**config.mk**
```make
export PLATFORM = sky130hd
export DESIGN_NAME = mem_arbiter_flat
export DESIGN_NICKNAME = d
export VERILOG_FILES = /design/src/rtl/mem_arbiter_if.sv /design/src/rtl/mem_arbiter.sv /design/src/flat_wrapper.sv
export SDC_FILE = /design/constraint.sdc
export NUM_CORES = 1
export LEC_CHECK = 0
export CAP_MARGIN = 40
export CELL_PAD_IN_SITES_DETAIL_PLACEMENT = 1
export CELL_PAD_IN_SITES_GLOBAL_PLACEMENT = 1
export CORE_UTILIZATION = 29
export DETAILED_ROUTE_END_ITERATION = 7
export PLACE_DENSITY_LB_ADDON = 0.1
export SLEW_MARGIN = 30
export SYNTH_ARGS = -nofsm -noshare
export SYNTH_HDL_FRONTEND = slang
export SYNTH_SLANG_ARGS = --single-unit
```
**constraint.sdc**
```tcl
create_clock -name clk -period 1.9 [get_ports clk]
set_input_delay 0.57 -clock clk [delete_from_list [all_inputs] [get_ports clk]]
set_output_delay 0.57 -clock clk [all_outputs]
set_load 0.03 [all_outputs]
```
**src/rtl/mem_arbiter_if.sv**
```systemverilog
// Requester (IF, LS) and memory-side handshake bundle for mem_arbiter.
// slave = arbiter view, master = environment (requesters + memory) view.
interface mem_arbiter_if #(
   parameter int ADDR_W = 32,
   parameter int DATA_W = 32
);
   logic              if_valid;
   logic              if_ready;
   logic [ADDR_W-1:0] if_addr;
   logic              if_rvalid;
   logic [DATA_W-1:0] if_rdata;

   logic                ls_valid;
   logic                ls_ready;
   logic [ADDR_W-1:0]   ls_addr;
   logic                ls_wen;
   logic [DATA_W-1:0]   ls_wdata;
   logic [DATA_W/8-1:0] ls_wmask;
   logic                ls_rvalid;
   logic [DATA_W-1:0]   ls_rdata;

   logic                mem_valid;
   logic                mem_ready;
   logic [ADDR_W-1:0]   mem_addr;
   logic                mem_wen;
   logic [DATA_W-1:0]   mem_wdata;
   logic [DATA_W/8-1:0] mem_wmask;
   logic                mem_rvalid;
   logic [DATA_W-1:0]   mem_rdata;

   modport slave (
      input  if_valid, if_addr,
      output if_ready, if_rvalid, if_rdata,
      input  ls_valid, ls_addr, ls_wen, ls_wdata, ls_wmask,
      output ls_ready, ls_rvalid, ls_rdata,
      output mem_valid, mem_addr, mem_wen, mem_wdata, mem_wmask,
      input  mem_ready, mem_rvalid, mem_rdata
   );

   modport master (
      output if_valid, if_addr,
      input  if_ready, if_rvalid, if_rdata,
      output ls_valid, ls_addr, ls_wen, ls_wdata, ls_wmask,
      input  ls_ready, ls_rvalid, ls_rdata,
      input  mem_valid, mem_addr, mem_wen, mem_wdata, mem_wmask,
      output mem_ready, mem_rvalid, mem_rdata
   );
endinterface

```
**src/rtl/mem_arbiter.sv**
```systemverilog
// Single-outstanding arbiter sharing one memory port between fetch (IF) and LSU (LS).
// Optional ARB_RR_EN: ties alternate via last_owner; otherwise LS has fixed priority.
module mem_arbiter #(
   parameter int ADDR_W = 32,
   parameter int DATA_W = 32
) (
   input  logic            clk,
   input  logic            rst,
   mem_arbiter_if.slave    bus,
   output logic            arb_busy
);
   typedef enum logic [1:0] {IDLE, REQ, WAIT, RESP} state_t;
   typedef enum logic {OWN_IF, OWN_LS} owner_t;

   state_t              state_q, state_d;
   owner_t              owner_q;
   logic [ADDR_W-1:0]   addr_q;
   logic                wen_q;
   logic [DATA_W-1:0]   wdata_q;
   logic [DATA_W/8-1:0] wmask_q;
   logic [DATA_W-1:0]   rdata_q;
   logic                busy_q;
   logic                grant_if, grant_ls;

`ifdef ARB_RR_EN
   owner_t last_owner_q;

   // On a tie, LS wins only if IF was served most recently.
   always_comb begin
      grant_ls = bus.ls_valid & (~bus.if_valid | (last_owner_q == OWN_IF));
      grant_if = bus.if_valid & ~grant_ls;
   end

   always_ff @(posedge clk or negedge rst) begin
      if (!rst)
         last_owner_q <= OWN_IF;
      else if (state_q == IDLE && (grant_ls || grant_if))
         last_owner_q <= grant_ls ? OWN_LS : OWN_IF;
   end
`else
   always_comb begin
      grant_ls = bus.ls_valid;
      grant_if = bus.if_valid & ~bus.ls_valid;
   end
`endif

   always_ff @(posedge clk or negedge rst) begin
      if (!rst) begin
         state_q <= IDLE;
         busy_q  <= 1'b0;
      end else begin
         state_q <= state_d;
         busy_q  <= (state_d != IDLE);
      end
   end

   always_comb begin
      state_d       = state_q;
      bus.if_ready  = 1'b0;
      bus.ls_ready  = 1'b0;
      bus.mem_valid = 1'b0;
      bus.if_rvalid = 1'b0;
      bus.ls_rvalid = 1'b0;
      case (state_q)
         IDLE: begin
            bus.ls_ready = grant_ls;
            bus.if_ready = grant_if;
            if (grant_ls || grant_if)
               state_d = REQ;
         end
         REQ: begin
            bus.mem_valid = 1'b1;
            if (bus.mem_ready)
               state_d = WAIT;
         end
         WAIT: begin
            if (bus.mem_rvalid)
               state_d = RESP;
         end
         RESP: begin
            bus.if_rvalid = (owner_q == OWN_IF);
            bus.ls_rvalid = (owner_q == OWN_LS);
            state_d       = IDLE;
         end
         default: state_d = IDLE;
      endcase
   end

   always_ff @(posedge clk or negedge rst) begin
      if (!rst) begin
         owner_q <= OWN_IF;
         addr_q  <= '0;
         wen_q   <= 1'b0;
         wdata_q <= '0;
         wmask_q <= '0;
      end else if (state_q == IDLE) begin
         if (grant_ls) begin
            owner_q <= OWN_LS;
            addr_q  <= bus.ls_addr;
            wen_q   <= bus.ls_wen;
            wdata_q <= bus.ls_wdata;
            wmask_q <= bus.ls_wmask;
         end else if (grant_if) begin
            owner_q <= OWN_IF;
            addr_q  <= bus.if_addr;
            wen_q   <= 1'b0;
            wdata_q <= '0;
            wmask_q <= '0;
         end
      end
   end

   always_ff @(posedge clk or negedge rst) begin
      if (!rst)
         rdata_q <= '0;
      else if (state_q == WAIT && bus.mem_rvalid)
         rdata_q <= bus.mem_rdata;
   end

   assign bus.mem_addr  = addr_q;
   assign bus.mem_wen   = wen_q;
   assign bus.mem_wdata = wdata_q;
   assign bus.mem_wmask = wmask_q;
   assign bus.if_rdata  = rdata_q;
   assign bus.ls_rdata  = rdata_q;
   assign arb_busy      = busy_q;
endmodule

```
**src/flat_wrapper.sv**
```systemverilog
// flat-port wrapper written by rule: the top's interface ports become plain ports
module mem_arbiter_flat 
#(
   parameter int ADDR_W = 32,
   parameter int DATA_W = 32
)
  (clk, rst, arb_busy, bus_if_valid, bus_if_addr, bus_if_ready, bus_if_rvalid, bus_if_rdata, bus_ls_valid, bus_ls_addr, bus_ls_wen, bus_ls_wdata, bus_ls_wmask, bus_ls_ready, bus_ls_rvalid, bus_ls_rdata, bus_mem_valid, bus_mem_addr, bus_mem_wen, bus_mem_wdata, bus_mem_wmask, bus_mem_ready, bus_mem_rvalid, bus_mem_rdata);
  mem_arbiter_if #(.ADDR_W(ADDR_W), .DATA_W(DATA_W)) bus_i ();
  input  logic clk;
  input  logic rst;
  output logic arb_busy;
  input wire logic [$bits(bus_i.if_valid)-1:0] bus_if_valid;
  input wire logic [$bits(bus_i.if_addr)-1:0] bus_if_addr;
  output wire logic [$bits(bus_i.if_ready)-1:0] bus_if_ready;
  output wire logic [$bits(bus_i.if_rvalid)-1:0] bus_if_rvalid;
  output wire logic [$bits(bus_i.if_rdata)-1:0] bus_if_rdata;
  input wire logic [$bits(bus_i.ls_valid)-1:0] bus_ls_valid;
  input wire logic [$bits(bus_i.ls_addr)-1:0] bus_ls_addr;
  input wire logic [$bits(bus_i.ls_wen)-1:0] bus_ls_wen;
  input wire logic [$bits(bus_i.ls_wdata)-1:0] bus_ls_wdata;
  input wire logic [$bits(bus_i.ls_wmask)-1:0] bus_ls_wmask;
  output wire logic [$bits(bus_i.ls_ready)-1:0] bus_ls_ready;
  output wire logic [$bits(bus_i.ls_rvalid)-1:0] bus_ls_rvalid;
  output wire logic [$bits(bus_i.ls_rdata)-1:0] bus_ls_rdata;
  output wire logic [$bits(bus_i.mem_valid)-1:0] bus_mem_valid;
  output wire logic [$bits(bus_i.mem_addr)-1:0] bus_mem_addr;
  output wire logic [$bits(bus_i.mem_wen)-1:0] bus_mem_wen;
  output wire logic [$bits(bus_i.mem_wdata)-1:0] bus_mem_wdata;
  output wire logic [$bits(bus_i.mem_wmask)-1:0] bus_mem_wmask;
  input wire logic [$bits(bus_i.mem_ready)-1:0] bus_mem_ready;
  input wire logic [$bits(bus_i.mem_rvalid)-1:0] bus_mem_rvalid;
  input wire logic [$bits(bus_i.mem_rdata)-1:0] bus_mem_rdata;
  assign bus_i.if_valid = bus_if_valid;
  assign bus_i.if_addr = bus_if_addr;
  assign bus_if_ready = bus_i.if_ready;
  assign bus_if_rvalid = bus_i.if_rvalid;
  assign bus_if_rdata = bus_i.if_rdata;
  assign bus_i.ls_valid = bus_ls_valid;
  assign bus_i.ls_addr = bus_ls_addr;
  assign bus_i.ls_wen = bus_ls_wen;
  assign bus_i.ls_wdata = bus_ls_wdata;
  assign bus_i.ls_wmask = bus_ls_wmask;
  assign bus_ls_ready = bus_i.ls_ready;
  assign bus_ls_rvalid = bus_i.ls_rvalid;
  assign bus_ls_rdata = bus_i.ls_rdata;
  assign bus_mem_valid = bus_i.mem_valid;
  assign bus_mem_addr = bus_i.mem_addr;
  assign bus_mem_wen = bus_i.mem_wen;
  assign bus_mem_wdata = bus_i.mem_wdata;
  assign bus_mem_wmask = bus_i.mem_wmask;
  assign bus_i.mem_ready = bus_mem_ready;
  assign bus_i.mem_rvalid = bus_mem_rvalid;
  assign bus_i.mem_rdata = bus_mem_rdata;
  mem_arbiter #(.ADDR_W(ADDR_W), .DATA_W(DATA_W)) u_core (.clk(clk), .rst(rst), .bus(bus_i), .arb_busy(arb_busy));
endmodule
```
==> impl_results.md, run 1 <==
* Max-Slew Margin vs Limit at 73.24%
* Least-Margin Pin Slew at 401.4 ps
* Initial Util at 30.06%
* TNS Setup at 0 ps
* Final slew viol count at 0
* Largest net degree at the start of global routing at 45
* Die area at 0.01644 mm²
* Maximum fanout along the worst path at 5
* Cell variety after synth at 21
* Commonest cells after routing, fill and taps aside: 135 x clkdlybuf4s50_1, 135 x dlygate4sd2_1, 103 x dfrtp_1
* FF-to-FF setup slack at 330 ps
* Clock transition at path regs at 70 ps
* Endpoint class of the critical path: output port
* Row count at 45
* Cell area after synthesis at 0.004621 mm²
* Flops & latches, synth at 105
* Max-Cap Viols at 0
* Hold WS at 132.6 ps
* RSZ-0062 raised after global routing: yes
* Pre-CTS setup slack at -303.6 ps
* Worst skew pair latency at 350 ps
* Detail Route Antenna Nets at 0
* Final Hold Viols at 0
* Status: finished, final reports clean
* Syn Nets at 443
* CTS tree: yes
* Post-synthesis sequential area ratio at 56.86%
* Final setup violation count at 0
* Total track usage at 17.13%
* Final worst slack at 6.272 ps
* GRT Residual Overflow at 0
* DRT Pass-1 Iters at 4
* Total number of vias at 3447
* R2r startpoint: u_core.state_q[0]
* Area Overhead vs Synth at 66.37%
* Crit Path Category: reg2out
* Final nets at 698
* R2R cell count at 6
* CTS buffer count at 9
* CTS Buffer Depth at 2
* Die height at 128.2 µm
* 1st-iter DRT viols at 55
* Final GP Congestion at 0.7297
* IO buf count at 277
* Leakage at 0.003641 µW
* Pwr Density at 1823 mW/mm²
* Fillers at 1627
* Peak supply drop at 765.4 µV
* Initial antenna violation count at 0
* Hold buffer count at CTS at 0
* Vias/cell at 4.448
* Critical Path RT at 1330 ps
* Critical Path AT at 1320 ps
* Io pins at 278
* Syn Area/Cell at 15.20 µm²
* Post-Route WL at 13.80 mm
* Reg-to-Reg End: u_core.bus.mem_wdata[24]
* Antenna cells at 0
* Final HPWL DP at 10.61 mm
* Number of global-route vias before repair at 3652
* Warnings from Yosys at 0
* First-pass GRT wire length at 21.16 mm
* Startpoint Class: flop
* Worst min path class: in2async
* Drc violations at 0
* Clock sinks at 105
* Core area at 0.01537 mm²
* Gate Count Post-Synth at 304
* DR WL/cell at 17.81 µm
* Max Clock Freq at 528.1 MHz
* Minimum clock period at 1894 ps
* Final non-filler cell total at 775
* Design Power at 14010 µW
* Die Width at 128.2 µm
* CTS Root Cell: clkbuf_16
* Post-Route Skew at 6.009 ps
* Period utilization at 99.67%
* Max H-tree Level at 3
* Layout cell share with drive strength beyond 1 at 25.18%
* Placed Instances at 757
cell usage after synthesis:
master      n  area share, %
buf_2       7           0.76
inv_1       1          0.081
buf_6       4           0.97
a22o_1     37            7.0
nand2_1     1          0.081
nor2_1      2           0.16
and2b_1     1           0.16
buf_4      38            6.2
mux2_4     29            9.4
o311ai_0    1           0.19
and2_1      2           0.27
a21o_1      2           0.32
mux2_2     67             16
o21ai_4     1           0.35
o21ai_0     1           0.11
nand2_2     1           0.14
nor2_4      1           0.24
and3_1      1           0.14
clkbuf_1    1          0.081
dfrtp_1   105             57
nor2b_1     1           0.14
worst max-delay path, cell delays in order, from the launching register on:
cell and delay, ps:
dfrtp_2 440, nor2_4 170, nand2_2 100, nor2_4 140
buf_12 130
registers in the layout, summed over array words and instances (netlist names):
signal / count
u_core.state_q: 2
u_core.arb_busy: 1
u_core.bus.mem_wmask: 4
u_core.bus.mem_addr: 32
u_core.bus.mem_wen: 1
u_core.owner_q: 1
u_core.bus.if_rdata: 32
u_core.bus.mem_wdata: 32
cells by family after synthesis:
family                 Yosys count  synth area share [%]
AOI/OAI and AO/OA               42                 7.988
muxes                           96                 25.75
buffers and inverters           51                 8.069
DFF                            105                 56.86
and+or+nand+nor                 10                 1.327
power breakdown:
| group | switching (µW) | internal, µW |
|---|---|---|
| registers | 695 | 3390 |
| clock network | 821 | 1190 |
| logic | 4700 | 3220 |
routing by layer:
layer / track usage, % / wire, µm / part of all wire, %
met5: 0 / 0 / 0
met4: 6.436 / 280 / 2.0
met3: 6.386 / 1335 / 9.7
met2: 29.73 / 7135 / 52
met1: 19.01 / 5049 / 37
stage by stage:
stage | utilization, % | area (µm²)
3_3_place_gp | 48.78 | 7498
4_1_cts | 49.88 | 7667
6_report | 50.01 | 7687
2_1_floorplan | - | 4621
5_1_grt | 50.01 | 7687
3_5_place_dp | 48.78 | 7498
repair_timing:
item                       CTS  global route
buffers inserted             1             1
pin swaps                    1             2
setup endpoints to repair  137             3
gates resized for setup    139             4
cell type report:
| class | count | area, µm² | share of cell area (%) |
|---|---|---|---|
| Timing Repair Buffer | 294 | 2835 | 36.88 |
| Clock inverter | 5 | 78.83 | 1.025 |
| Sequential cell | 105 | 2630 | 34.21 |
| Clock buffer | 11 | 242.7 | 3.158 |
| Tap cell | 211 | 264.0 | 3.434 |
| Multi-Input combinational cell | 148 | 1633 | 21.24 |
| Inverter | 1 | 3.754 | 0.04883 |
how the worst max path moves through the flow:
stage | endpoint | from | slack [ps] | depth (start not counted)
detailed placement | u_core.bus.mem_addr[29] | bus_ls_valid | -300 | 5
global route | bus_if_ready | u_core.state_q[0] | -70 | 4
global placement | bus_if_ready | bus_ls_valid | -310 | 4
finish | bus_if_ready | u_core.state_q[0] | 6 | 4
CTS | bus_if_ready | bus_if_valid | -130 | 4
floorplan | bus_if_ready | bus_ls_valid | 4 | 3
No activity file was read; power rests on OpenSTA's default activity.
==> inputs of run 2 (changes only) <==
PLACE_DENSITY_LB_ADDON = 0.08   (was 0.1)
==> run 2 against run 1 <==
Cell count up 0.39%. Clock-buffer cell count up 1. Final area up 0.39%. Sequential power about the same. Total power about the same. Die area unchanged. Clock skew down 1.0 ps. Via count up 0.78%. Largest cell class unchanged. Critical path depth unchanged. First-iteration DRC count up 69%. Fmax up 2.5%. Core utilization up 0.20 points.
==> impl_results.md, run 2 (synthesized netlist as in run 1, its figures left out) <==
* Die area at 0.01644 mm²
* CTS buffer count at 9
* 1st-iter DRT viols at 93
* Endpoint class of the critical path: output port
* Pwr Density at 1815 mW/mm²
* Crit Path Category: reg2out
* Max H-tree Level at 3
* Clock sinks at 105
* Die Width at 128.2 µm
* Least-Margin Pin Slew at 414.3 ps
* Period utilization at 97.27%
* GRT Residual Overflow at 0
* Max Clock Freq at 541.1 MHz
* Switch share at 44.25%
* Max-Slew Margin vs Limit at 72.38%
* Core area at 0.01537 mm²
* Final nets at 701
* Die height at 128.2 µm
* Row count at 45
* Vias/cell at 4.465
* Initial antenna violation count at 1
* Met3 Track Usage GR at 6.135%
* CTS Root Cell: clkbuf_16
* Final Hold Viols at 0
* Post-Route WL at 13.81 mm
* Reg-to-Reg End: u_core.bus.mem_wdata[24]
* Startpoint Class: flop
* Final non-filler cell total at 778
* Final HPWL DP at 10.52 mm
* Final GP Congestion at 0.7210
* Placed Instances at 757
* Maximum fanout along the worst path at 5
* Worst min path class: reg2reg
* CTS tree: yes
* Slowest library cell on the worst path: dfrtp_2
* Final slew viol count at 0
* Final instance area at 0.007717 mm²
* R2r startpoint: u_core.state_q[1]
* Gate power share at 56.6%
* Max incr delay on CP at 450 ps
* DRT Pass-1 Iters at 4
* Post-Route Skew at 4.973 ps
* Final setup violation count at 0
* Total number of vias at 3474
* Critical Path AT at 1280 ps
* Detail Route Antenna Nets at 0
* DR WL/cell at 17.75 µm
* CP cell instances: nor2_4 > nand2_2 > nor2_4 > buf_12
* Clock transition at path regs at 70 ps
* Sw Pwr at 6199 µW
* R2R cell count at 7
* Leakage at 0.003650 µW
* Initial Util at 30.06%
* Status: finished, final reports clean
* Worst skew pair latency at 340 ps
* Critical Path RT at 1330 ps
* Int Pwr at 7810 µW
* TNS Setup at 0 ps
* Commonest cells after routing, fill and taps aside: 135 x clkdlybuf4s50_1, 135 x dlygate4sd2_1, 103 x dfrtp_1
* CP dominant cell by count: nor2_4
* Total track usage at 17.23%
* RSZ-0062 raised after global routing: yes
* Number of global-route vias before repair at 3739
* FF-to-FF setup slack at 250 ps
* Minimum clock period at 1848 ps
* CTS Buffer Depth at 2
* IO buf count at 277
* GRT busiest layer: met2
* Sequential share of power at 29.3%
* Hold WS at 501.3 ps
* Drc violations at 0
* Max-Cap Viols at 0
* Peak supply drop at 970.2 µV
* Met1 Track Usage GR at 18.74%
* Clock power frac at 14.1%
* Io pins at 278
* Crit path to: bus_if_ready
* Largest net degree at the start of global routing at 53
* Area Overhead vs Synth at 67.02%
* Layout cell share with drive strength beyond 1 at 25.27%
* Fillers at 1588
* First-pass GRT wire length at 21.27 mm
* Met2 Usage GRT at 30.68%
* Worst setup startpoint: u_core.state_q[1]
* Placed cell area at 0.007511 mm²
run 2: cell type report:
cell class,instances,area [µm²],area share [%]
timing repair buffer,297,2870,37.19
inverter,1,3.754,0.04864
tap,211,264.0,3.421
multi-input combinational,148,1635,21.19
sequential,105,2630,34.08
antenna,1,2.502,0.03243
clock inverter,3,65.06,0.8431
clock buffer,12,246.5,3.194
run 2: how the worst min path moves through the flow:
stage,from,endpoint,slack [ps],cells past startpoint
6_report,u_core.bus.mem_addr[23],u_core.bus.mem_addr[23],500,1
5_1_grt,u_core.bus.mem_addr[0],u_core.bus.mem_addr[0],520,1
4_1_cts,u_core.bus.mem_addr[27],u_core.bus.mem_addr[27],510,1
3_5_place_dp,rst,u_core.bus.if_rdata[27],380,1
3_3_place_gp,rst,u_core.bus.if_rdata[27],380,1
2_1_floorplan,rst,u_core.arb_busy,270,0
run 2: layer usage:
metal,part of all wire (%),vias up,wire (µm)
li1,-,1570,-
met2,52,160,7182
met1,37,1728,5117
met3,9.2,16,1264
met4,1.8,0,246
met5,0,-,0
run 2: worst max-delay path: cells and delay by family, from the launching register on:
kind | cells | cell delay, ps
buffers and inverters | 1 | 130
flip-flops | 1 | 450
AND/OR/NAND/NOR | 3 | 360
run 2: power groups by stage:
stage / Sequential, µW / Combinational (µW) / Clock (µW)
final: 4100 / 7920 / 1980
after CTS: 4120 / 8010 / 2060
after global routing: 4270 / 8340 / 2150
after floorplan: 6290 / 3290 / 0
after detailed placement: 4190 / 8970 / 0
after global placement: 4130 / 8860 / 0
run 2: what timing repair did:
action,4_1_cts,5_1_grt
pin swaps,2,2
resized for setup,142,3
endpoints found under the hold margin,1,0
hold buffers,1,0
endpoints found under the setup margin,137,2
setup buffers,2,2
run 2: through the flow:
| stage | power, µW | utilization [%] | setup WS, ps |
|---|---|---|---|
| after CTS | 14190 | 50.04 | 5.143 |
| final | 14010 | 50.21 | 51.88 |
| after global placement | 12990 | 48.86 | -273.3 |
| after global routing | 14750 | 50.21 | -6.852 |
| after detailed placement | 13160 | 48.86 | -302.3 |
| after floorplan | 9583 | - | 4.431 |
